File: config.mk
export PLATFORM = sky130hd
export DESIGN_NAME = multicycle_ctrl
export DESIGN_NICKNAME = d
export VERILOG_FILES = /design/src/rtl/ctrl_pkg.sv /design/src/rtl/ctrl_out_decode.sv /design/src/rtl/multicycle_ctrl.sv
export SDC_FILE = /design/constraint.sdc
export NUM_CORES = 1
export LEC_CHECK = 0
export ABC_AREA = 1
export CAP_MARGIN = 40
export CORE_UTILIZATION = 40
export CTS_CLUSTER_SIZE = 16
export DETAILED_ROUTE_END_ITERATION = 12
export PLACE_DENSITY = 0.86
export SLEW_MARGIN = 15
export SYNTH_ARGS = -nofsm -noshare
export SYNTH_HDL_FRONTEND = slang
export SYNTH_SLANG_ARGS = --single-unit
File: constraint.sdc
create_clock -name clk -period 1.65 [get_ports clk]
set_clock_uncertainty 0.15 [all_clocks]
set_input_delay 0.33 -clock clk [delete_from_list [all_inputs] [get_ports clk]]
set_output_delay 0.33 -clock clk [all_outputs]
set_load 0.01 [all_outputs]
File: src/rtl/ctrl_pkg.sv
// Shared types and encodings for the multicycle RV32I control unit.
// State enum, opcode values, mux-select codes and the control bundle.
package ctrl_pkg;

  typedef enum logic [3:0] {
    S_RST,
    S_FETCH,
    S_DECODE,
    S_MEMADR,
    S_MEMREAD,
    S_MEMWB,
    S_MEMWRITE,
    S_EXECR,
    S_EXECI,
    S_LUI,
    S_ALUWB,
    S_BRANCH,
    S_JAL,
    S_HALT
  } state_t;

  localparam logic [6:0] OP_LOAD   = 7'b0000011;
  localparam logic [6:0] OP_STORE  = 7'b0100011;
  localparam logic [6:0] OP_RTYPE  = 7'b0110011;
  localparam logic [6:0] OP_ITYPE  = 7'b0010011;
  localparam logic [6:0] OP_BRANCH = 7'b1100011;
  localparam logic [6:0] OP_JAL    = 7'b1101111;
  localparam logic [6:0] OP_LUI    = 7'b0110111;

  localparam logic ADR_PC     = 1'b0;
  localparam logic ADR_ALUOUT = 1'b1;

  localparam logic [1:0] RES_ALUOUT = 2'b00;
  localparam logic [1:0] RES_MEM    = 2'b01;
  localparam logic [1:0] RES_ALU    = 2'b10;

  localparam logic [1:0] SRCA_PC    = 2'b00;
  localparam logic [1:0] SRCA_OLDPC = 2'b01;
  localparam logic [1:0] SRCA_RS1   = 2'b10;
  localparam logic [1:0] SRCA_ZERO  = 2'b11;

  localparam logic [1:0] SRCB_RS2  = 2'b00;
  localparam logic [1:0] SRCB_IMM  = 2'b01;
  localparam logic [1:0] SRCB_FOUR = 2'b10;

  localparam logic [1:0] ALUOP_ADD   = 2'b00;
  localparam logic [1:0] ALUOP_SUB   = 2'b01;
  localparam logic [1:0] ALUOP_FUNCT = 2'b10;
  localparam logic [1:0] ALUOP_MEM   = 2'b11;

  typedef struct packed {
    logic       mem_req;
    logic       ir_write;
    logic       pc_write;
    logic       adr_src;
    logic       mem_write;
    logic       reg_write;
    logic [1:0] result_src;
    logic [1:0] alu_src_a;
    logic [1:0] alu_src_b;
    logic [1:0] alu_op;
    logic       branch;
    logic       jlink;
    logic       halt;
  } ctrl_t;

endpackage

File: src/rtl/ctrl_out_decode.sv
// Combinational control-bundle decode from the FSM state.
// Only FETCH and BRANCH qualify their PC/IR loads by mem_ready/pcsrc.
import ctrl_pkg::*;

module ctrl_out_decode (
  input  state_t state,
  input  logic   mem_ready,
  input  logic   pcsrc,
  output ctrl_t  ctrl
);

  // Per-state datapath selects; anything unlisted stays 0
  always_comb begin
    ctrl = '0;
    unique case (state)
      S_FETCH: begin
        ctrl.mem_req    = 1'b1;
        ctrl.adr_src    = ADR_PC;
        ctrl.alu_src_a  = SRCA_PC;
        ctrl.alu_src_b  = SRCB_FOUR;
        ctrl.alu_op     = ALUOP_ADD;
        ctrl.result_src = RES_ALU;
        ctrl.ir_write   = mem_ready;
        ctrl.pc_write   = mem_ready;
      end
      S_DECODE: begin
        ctrl.alu_src_a = SRCA_OLDPC;
        ctrl.alu_src_b = SRCB_IMM;
        ctrl.alu_op    = ALUOP_ADD;
      end
      S_MEMADR: begin
        ctrl.alu_src_a = SRCA_RS1;
        ctrl.alu_src_b = SRCB_IMM;
        ctrl.alu_op    = ALUOP_MEM;
      end
      S_MEMREAD: begin
        ctrl.mem_req = 1'b1;
        ctrl.adr_src = ADR_ALUOUT;
      end
      S_MEMWB: begin
        ctrl.result_src = RES_MEM;
        ctrl.reg_write  = 1'b1;
      end
      S_MEMWRITE: begin
        ctrl.mem_req   = 1'b1;
        ctrl.adr_src   = ADR_ALUOUT;
        ctrl.mem_write = 1'b1;
      end
      S_EXECR: begin
        ctrl.alu_src_a = SRCA_RS1;
        ctrl.alu_src_b = SRCB_RS2;
        ctrl.alu_op    = ALUOP_FUNCT;
      end
      S_EXECI: begin
        ctrl.alu_src_a = SRCA_RS1;
        ctrl.alu_src_b = SRCB_IMM;
        ctrl.alu_op    = ALUOP_FUNCT;
      end
      S_LUI: begin
        ctrl.alu_src_a = SRCA_ZERO;
        ctrl.alu_src_b = SRCB_IMM;
        ctrl.alu_op    = ALUOP_ADD;
      end
      S_ALUWB: begin
        ctrl.result_src = RES_ALUOUT;
        ctrl.reg_write  = 1'b1;
      end
      S_BRANCH: begin
        ctrl.alu_src_a  = SRCA_RS1;
        ctrl.alu_src_b  = SRCB_RS2;
        ctrl.alu_op     = ALUOP_SUB;
        ctrl.branch     = 1'b1;
        ctrl.result_src = RES_ALUOUT;
        ctrl.pc_write   = pcsrc;
      end
      S_JAL: begin
        ctrl.alu_src_a  = SRCA_OLDPC;
        ctrl.alu_src_b  = SRCB_FOUR;
        ctrl.alu_op     = ALUOP_ADD;
        ctrl.result_src = RES_ALUOUT;
        ctrl.jlink      = 1'b1;
        ctrl.pc_write   = 1'b1;
      end
      S_HALT: begin
        ctrl.halt = 1'b1;
      end
      default: begin
        ctrl = '0;
      end
    endcase
  end

endmodule

File: src/rtl/multicycle_ctrl.sv
// Main control FSM of the multicycle RV32I core with memory timeout.
// Define PERF_CNT_EN to add cycle and retired-instruction counters.
import ctrl_pkg::*;

module multicycle_ctrl #(
  parameter int unsigned TIMEOUT_CYCLES = 16
`ifdef PERF_CNT_EN
  ,
  parameter int unsigned CNT_W = 32
`endif
) (
  input  logic             clk,
  input  logic             rst_n,
  input  logic [6:0]       opcode,
  input  logic             mem_ready,
  input  logic             pcsrc,
  output logic             mem_req_o,
  output logic             IRWrite_o,
  output logic             PCWrite_o,
  output logic             AdrSrc_o,
  output logic             MemWrite_o,
  output logic             RegWrite_o,
  output logic [1:0]       ResultSrc_o,
  output logic [1:0]       ALUSrcA_o,
  output logic [1:0]       ALUSrcB_o,
  output logic [1:0]       ALUOp_o,
  output logic             Branch_o,
  output logic             Jlink_o,
  output logic             halt_o,
  output logic             bus_err_o
`ifdef PERF_CNT_EN
  ,
  output logic [CNT_W-1:0] cycle_cnt_o,
  output logic [CNT_W-1:0] instret_cnt_o
`endif
);

  localparam int unsigned WCNT_W =
    (TIMEOUT_CYCLES > 1) ? $clog2(TIMEOUT_CYCLES + 1) : 1;
  localparam logic [WCNT_W-1:0] WAIT_LAST =
    WCNT_W'(TIMEOUT_CYCLES - 1);
  localparam logic TO_EN = (TIMEOUT_CYCLES != 0);

  state_t            state_q, state_d;
  logic [WCNT_W-1:0] wait_q, wait_d;
  logic              bus_err_q, bus_err_d;
  logic              waiting;
  logic              timeout;
  ctrl_t             ctrl;

  // Next state, wait-state counter and sticky bus-error flag
  always_comb begin
    waiting = ((state_q == S_FETCH) ||
               (state_q == S_MEMREAD) ||
               (state_q == S_MEMWRITE)) && !mem_ready;
    timeout = TO_EN && waiting && (wait_q == WAIT_LAST);
    state_d = state_q;
    unique case (state_q)
      S_RST:      state_d = S_FETCH;
      S_FETCH:    if (mem_ready) state_d = S_DECODE;
      S_DECODE: begin
        unique case (opcode)
          OP_LOAD,
          OP_STORE:  state_d = S_MEMADR;
          OP_RTYPE:  state_d = S_EXECR;
          OP_ITYPE:  state_d = S_EXECI;
          OP_BRANCH: state_d = S_BRANCH;
          OP_JAL:    state_d = S_JAL;
          OP_LUI:    state_d = S_LUI;
          default:   state_d = S_HALT;
        endcase
      end
      S_MEMADR:
        state_d = opcode[5] ? S_MEMWRITE : S_MEMREAD;
      S_MEMREAD:  if (mem_ready) state_d = S_MEMWB;
      S_MEMWB:    state_d = S_FETCH;
      S_MEMWRITE: if (mem_ready) state_d = S_FETCH;
      S_EXECR,
      S_EXECI,
      S_LUI:      state_d = S_ALUWB;
      S_ALUWB:    state_d = S_FETCH;
      S_BRANCH:   state_d = S_FETCH;
      S_JAL:      state_d = S_ALUWB;
      S_HALT:     state_d = S_HALT;
      default:    state_d = S_HALT;
    endcase
    if (timeout) state_d = S_HALT;
    wait_d = '0;
    if (TO_EN && waiting && (state_d == state_q)) begin
      wait_d = wait_q + WCNT_W'(1);
    end
    bus_err_d = bus_err_q | timeout;
  end

  // State, wait counter and error flag registers
  always_ff @(posedge clk or negedge rst_n) begin
    if (!rst_n) begin
      state_q   <= S_RST;
      wait_q    <= '0;
      bus_err_q <= 1'b0;
    end else begin
      state_q   <= state_d;
      wait_q    <= wait_d;
      bus_err_q <= bus_err_d;
    end
  end

  ctrl_out_decode u_dec (
    .state     (state_q),
    .mem_ready (mem_ready),
    .pcsrc     (pcsrc),
    .ctrl      (ctrl)
  );

  assign mem_req_o   = ctrl.mem_req;
  assign IRWrite_o   = ctrl.ir_write;
  assign PCWrite_o   = ctrl.pc_write;
  assign AdrSrc_o    = ctrl.adr_src;
  assign MemWrite_o  = ctrl.mem_write;
  assign RegWrite_o  = ctrl.reg_write;
  assign ResultSrc_o = ctrl.result_src;
  assign ALUSrcA_o   = ctrl.alu_src_a;
  assign ALUSrcB_o   = ctrl.alu_src_b;
  assign ALUOp_o     = ctrl.alu_op;
  assign Branch_o    = ctrl.branch;
  assign Jlink_o     = ctrl.jlink;
  assign halt_o      = ctrl.halt;
  assign bus_err_o   = bus_err_q;

`ifdef PERF_CNT_EN
  logic [CNT_W-1:0] cyc_q, cyc_d;
  logic [CNT_W-1:0] ret_q, ret_d;

  // Run-cycle count and retirement on every re-entry to FETCH
  always_comb begin
    cyc_d = cyc_q;
    ret_d = ret_q;
    if ((state_q != S_RST) && (state_q != S_HALT)) begin
      cyc_d = cyc_q + CNT_W'(1);
    end
    if ((state_d == S_FETCH) && (state_q != S_FETCH) &&
        (state_q != S_RST)) begin
      ret_d = ret_q + CNT_W'(1);
    end
  end

  // Performance counter registers
  always_ff @(posedge clk or negedge rst_n) begin
    if (!rst_n) begin
      cyc_q <= '0;
      ret_q <= '0;
    end else begin
      cyc_q <= cyc_d;
      ret_q <= ret_d;
    end
  end

  assign cycle_cnt_o   = cyc_q;
  assign instret_cnt_o = ret_q;
`endif

endmodule

==> impl_metrics.py <==
metrics = {
    "run_status": {
        "status": "finished, violations left",
        "violations": "setup timing",
    },
    "yosys": {
        "synth.yosys.seq_area_share": 0.295,
        "synth_top_area_frac": 0.295,
        "yosysUniqueCellTypes": 27,
        "synth_area_per_cell_um2": 7.01,
        "syn_area_um2": 848,
        "synthCells": 121,
        "yosys-top-cells-area": "dfrtp_1 (29%), nand2_1 (10%), inv_1 (9.7%)",
        "ys_warn_count": 0,
        "ys_ff_latch": 10,
        "yosysTopAreaCell": "dfrtp_1",
        "syn_nets": 134,
    },
    "placed_design": {
        "gp_congestion": 0.916,
        "dp_cells": 214,
        "hpwl_um": 2140,
        "io_buffers": 28,
        "placed_area_um2": 1450,
    },
    "clocking": {
        "clock-sinks": 10,
        "cts_buffers": 3,
        "cts_max_level": 1,
        "cts.clk_slew.worst_paths_ns": 0.06,
        "clock_path_buffers": 2,
        "cts-root-buf": "clkbuf_4",
        "cts_tree": "yes",
        "clock_latency_ns": 0.26,
    },
    "routing": {
        "m1WireLength_um": 1660,
        "top_layer": "met4",
        "wirelength_um": 4670,
        "drt_iter0_drc": 99,
        "num_vias": 1361,
        "final_antenna_net_count": 0,
        "vias_per_cell": 5.74,
        "dr.pass1.iters": 4,
        "wl_met3_um": 413,
        "met2_length_um": 2260,
        "drcViolationCount": 0,
        "wl_per_cell_um": 19.7,
    },
    "die": {
        "start_util": 0.428,
        "ios": 29,
        "dieArea_um2": 2310,
        "num_rows": 16,
        "chipWidth_um": 48.1,
        "fp.dieH_um": 48.1,
        "core-area_um2": 1980,
    },
    "grt": {
        "first_global_vias": 1179,
        "grt_pass1_wl_um": 4570,
        "track_usage": 0.292,
        "grt.overflow.total": 0,
        "grt_max_degree": 11,
        "antenna_found_initial": 0,
    },
    "sta": {
        "finalWorstSetupSlack_ns": -0.367,
        "fin_crit_sh": 1.22,
        "worstMarginPinSlew_ns": 0.449,
        "finalHoldViolations": 0,
        "rsz0062_at_grt": "yes",
        "setup_tns_ns": -5.55,
        "max_slew_margin": 0.700,
        "timing.hold.ws_ns": 0.233,
        "period_needed_ns": 2.02,
        "setup_viol": 27,
        "drv_slew": 0,
        "fmax_mhz": 496,
    },
    "worst_setup_path": {
        "crit_required_ns": 1.17,
        "worst_path_max_delay_cell": "dfrtp_1",
        "cp-start-kind": "flop",
        "worst-path-buf-inv": 4,
        "criticalPathCategory": "reg2out",
        "crit_chain": "buf_6, buf_6, nor2_4, nand2_2, inv_2, nor2_1, o21ai_1, buf_2",
        "cp_slowest_stage_delay_ns": 0.43,
        "crit_fanout": 3,
        "worst_setup_path_end_kind": "output port",
        "arrival_ns": 1.54,
        "critPathTopFamily": "buffers and inverters",
        "crit_top_cell": "buf_6",
    },
    "hold_path": {
        "hold_class": "in2async",
    },
    "finish": {
        "layout-drive-gt1-share": 0.676,
        "synthToLayoutAreaGrowth_pct": 119,
        "nets": 225,
        "n_antenna_cell": 0,
        "fin_area_um2": 1860,
        "finalNonFillerCells": 237,
    },
    "flow_run": {
        "drv_cap": 0,
    },
    "power": {
        "leakage_nw": 0.983,
        "p_per_area_nw_per_um2": 1770,
        "max-vdd-ir-drop_uv": 1240,
        "power_mw": 3.29,
    },
}
[worst reg2reg max path: stages (launching register included)]
cell and delay [ns]:
dfrtp_1 0.43, buf_4 0.17, inv_6 0.05, nor2_4 0.14, nand2_4 0.09, buf_6 0.15
nand2_4 0.06, buf_6 0.10, nand3_4 0.09, nand4_4 0.12, nand2_4 0.07, nand2_8 0.09
nor2_4 0.04
[path summary, 6_finish.rpt]
kind	startpoint	to	slack [ns]	cells after the start
min in group clk	bus_err_o	bus_err_o	0.35	2
max reg2reg	state_q[0]	wait_q[2]	-0.21	12
max	state_q[0]	ALUSrcA_o[0]	-0.37	8
min reg2reg	bus_err_o	bus_err_o	0.35	2
min	rst_n	state_q[0]	0.23	1
max in group asynchronous	rst_n	state_q[3]	0.78	1
[layout make-up]
| type | count | area (µm²) |
|---|---|---|
| multi-input combinational | 86 | 707 |
| sequential | 10 | 254 |
| tap | 27 | 33.8 |
| timing repair buffer | 86 | 738 |
| clock buffer | 3 | 22.5 |
| inverter | 25 | 106 |
| fill | 61 | 120 |
[power by group]
group / total [mW] / internal (mW) / switching [mW]
Sequential: 0.436 / 0.313 / 0.122
Combinational: 2.70 / 1.33 / 1.37
Clock: 0.159 / 0.0839 / 0.0752
[stage by stage]
stage | worst slack [ns] | util
finish | -0.367 | 0.939
global route | -0.517 | 0.939
CTS | -0.207 | 0.823
detailed placement | -0.573 | 0.730
global placement | -0.535 | 0.730
floorplan | 0.0435 | -
[cells in the mapped netlist]
master    number
nand2_1       23
inv_1         22
nor2_1        12
dfrtp_1       10
nor2_2         9
nand2_2        6
nor3_1         6
nand4_1        5
o21ai_0        5
nand2_4        3
ha_1           2
inv_2          2
nand3_1        2
a211o_1        1
a21oi_1        1
a31oi_1        1
and3_1         1
clkinv_1       1
nand3_2        1
nand3_4        1
nand4_4        1
nor2_4         1
nor4_1         1
o211ai_1       1
o22ai_1        1
xnor2_1        1
xor2_1         1
[cells by family after synthesis]
| kind of cell | Yosys count | share of synthesized area |
|---|---|---|
| simple gates | 72 | 0.475 |
| buf+inv | 25 | 0.111 |
| compound gates | 10 | 0.0693 |
| flops | 10 | 0.295 |
| xor+xnor | 2 | 0.0207 |
| fa+ha+maj | 2 | 0.0295 |
[per-layer routing]
layer  vias up  track usage
met1       628        0.264
li1        565            -
met5         -            0
met4         0        0.172
met3        46       0.0302
met2       122        0.603
[flip-flops by register name, summed over array words and instances, names as in the netlist]
register	count
bus_err_o	1
state_q	4
wait_q	5
[cell usage in the layout, fill, tap and decap left out, types with 2 or more instances in the layout]
cell type        instances
o21ai_2                  2
nor3_4                   2
nand2_2                 10
inv_4                    3
nand4_1                  5
ha_2                     2
o21ai_1                  2
clkdlybuf4s50_1         10
nor3_2                   2
nor2_1                   6
buf_6                   24
nand2_4                  8
inv_1                   12
dfrtp_1                  7
nor3_1                   2
nand3_1                  2
dfrtp_2                  3
clkbuf_4                 3
nand3_4                  2
buf_4                   40
nor2_2                   5
nor2_4                  11
inv_2                    9
nand2_1                 13
buf_2                   11
[repair_timing]
| action | CTS | global route |
|---|---|---|
| cloned | 0 | 0 |
| resized for setup | 107 | 56 |
| endpoints found under the setup margin | 24 | 27 |
| hold buffers | 0 | 0 |
| pin swaps | 11 | 10 |
| buffers inserted | 15 | 9 |
| hold endpoints to repair | 0 | 0 |
No activity file was read; power rests on OpenSTA's default activity.
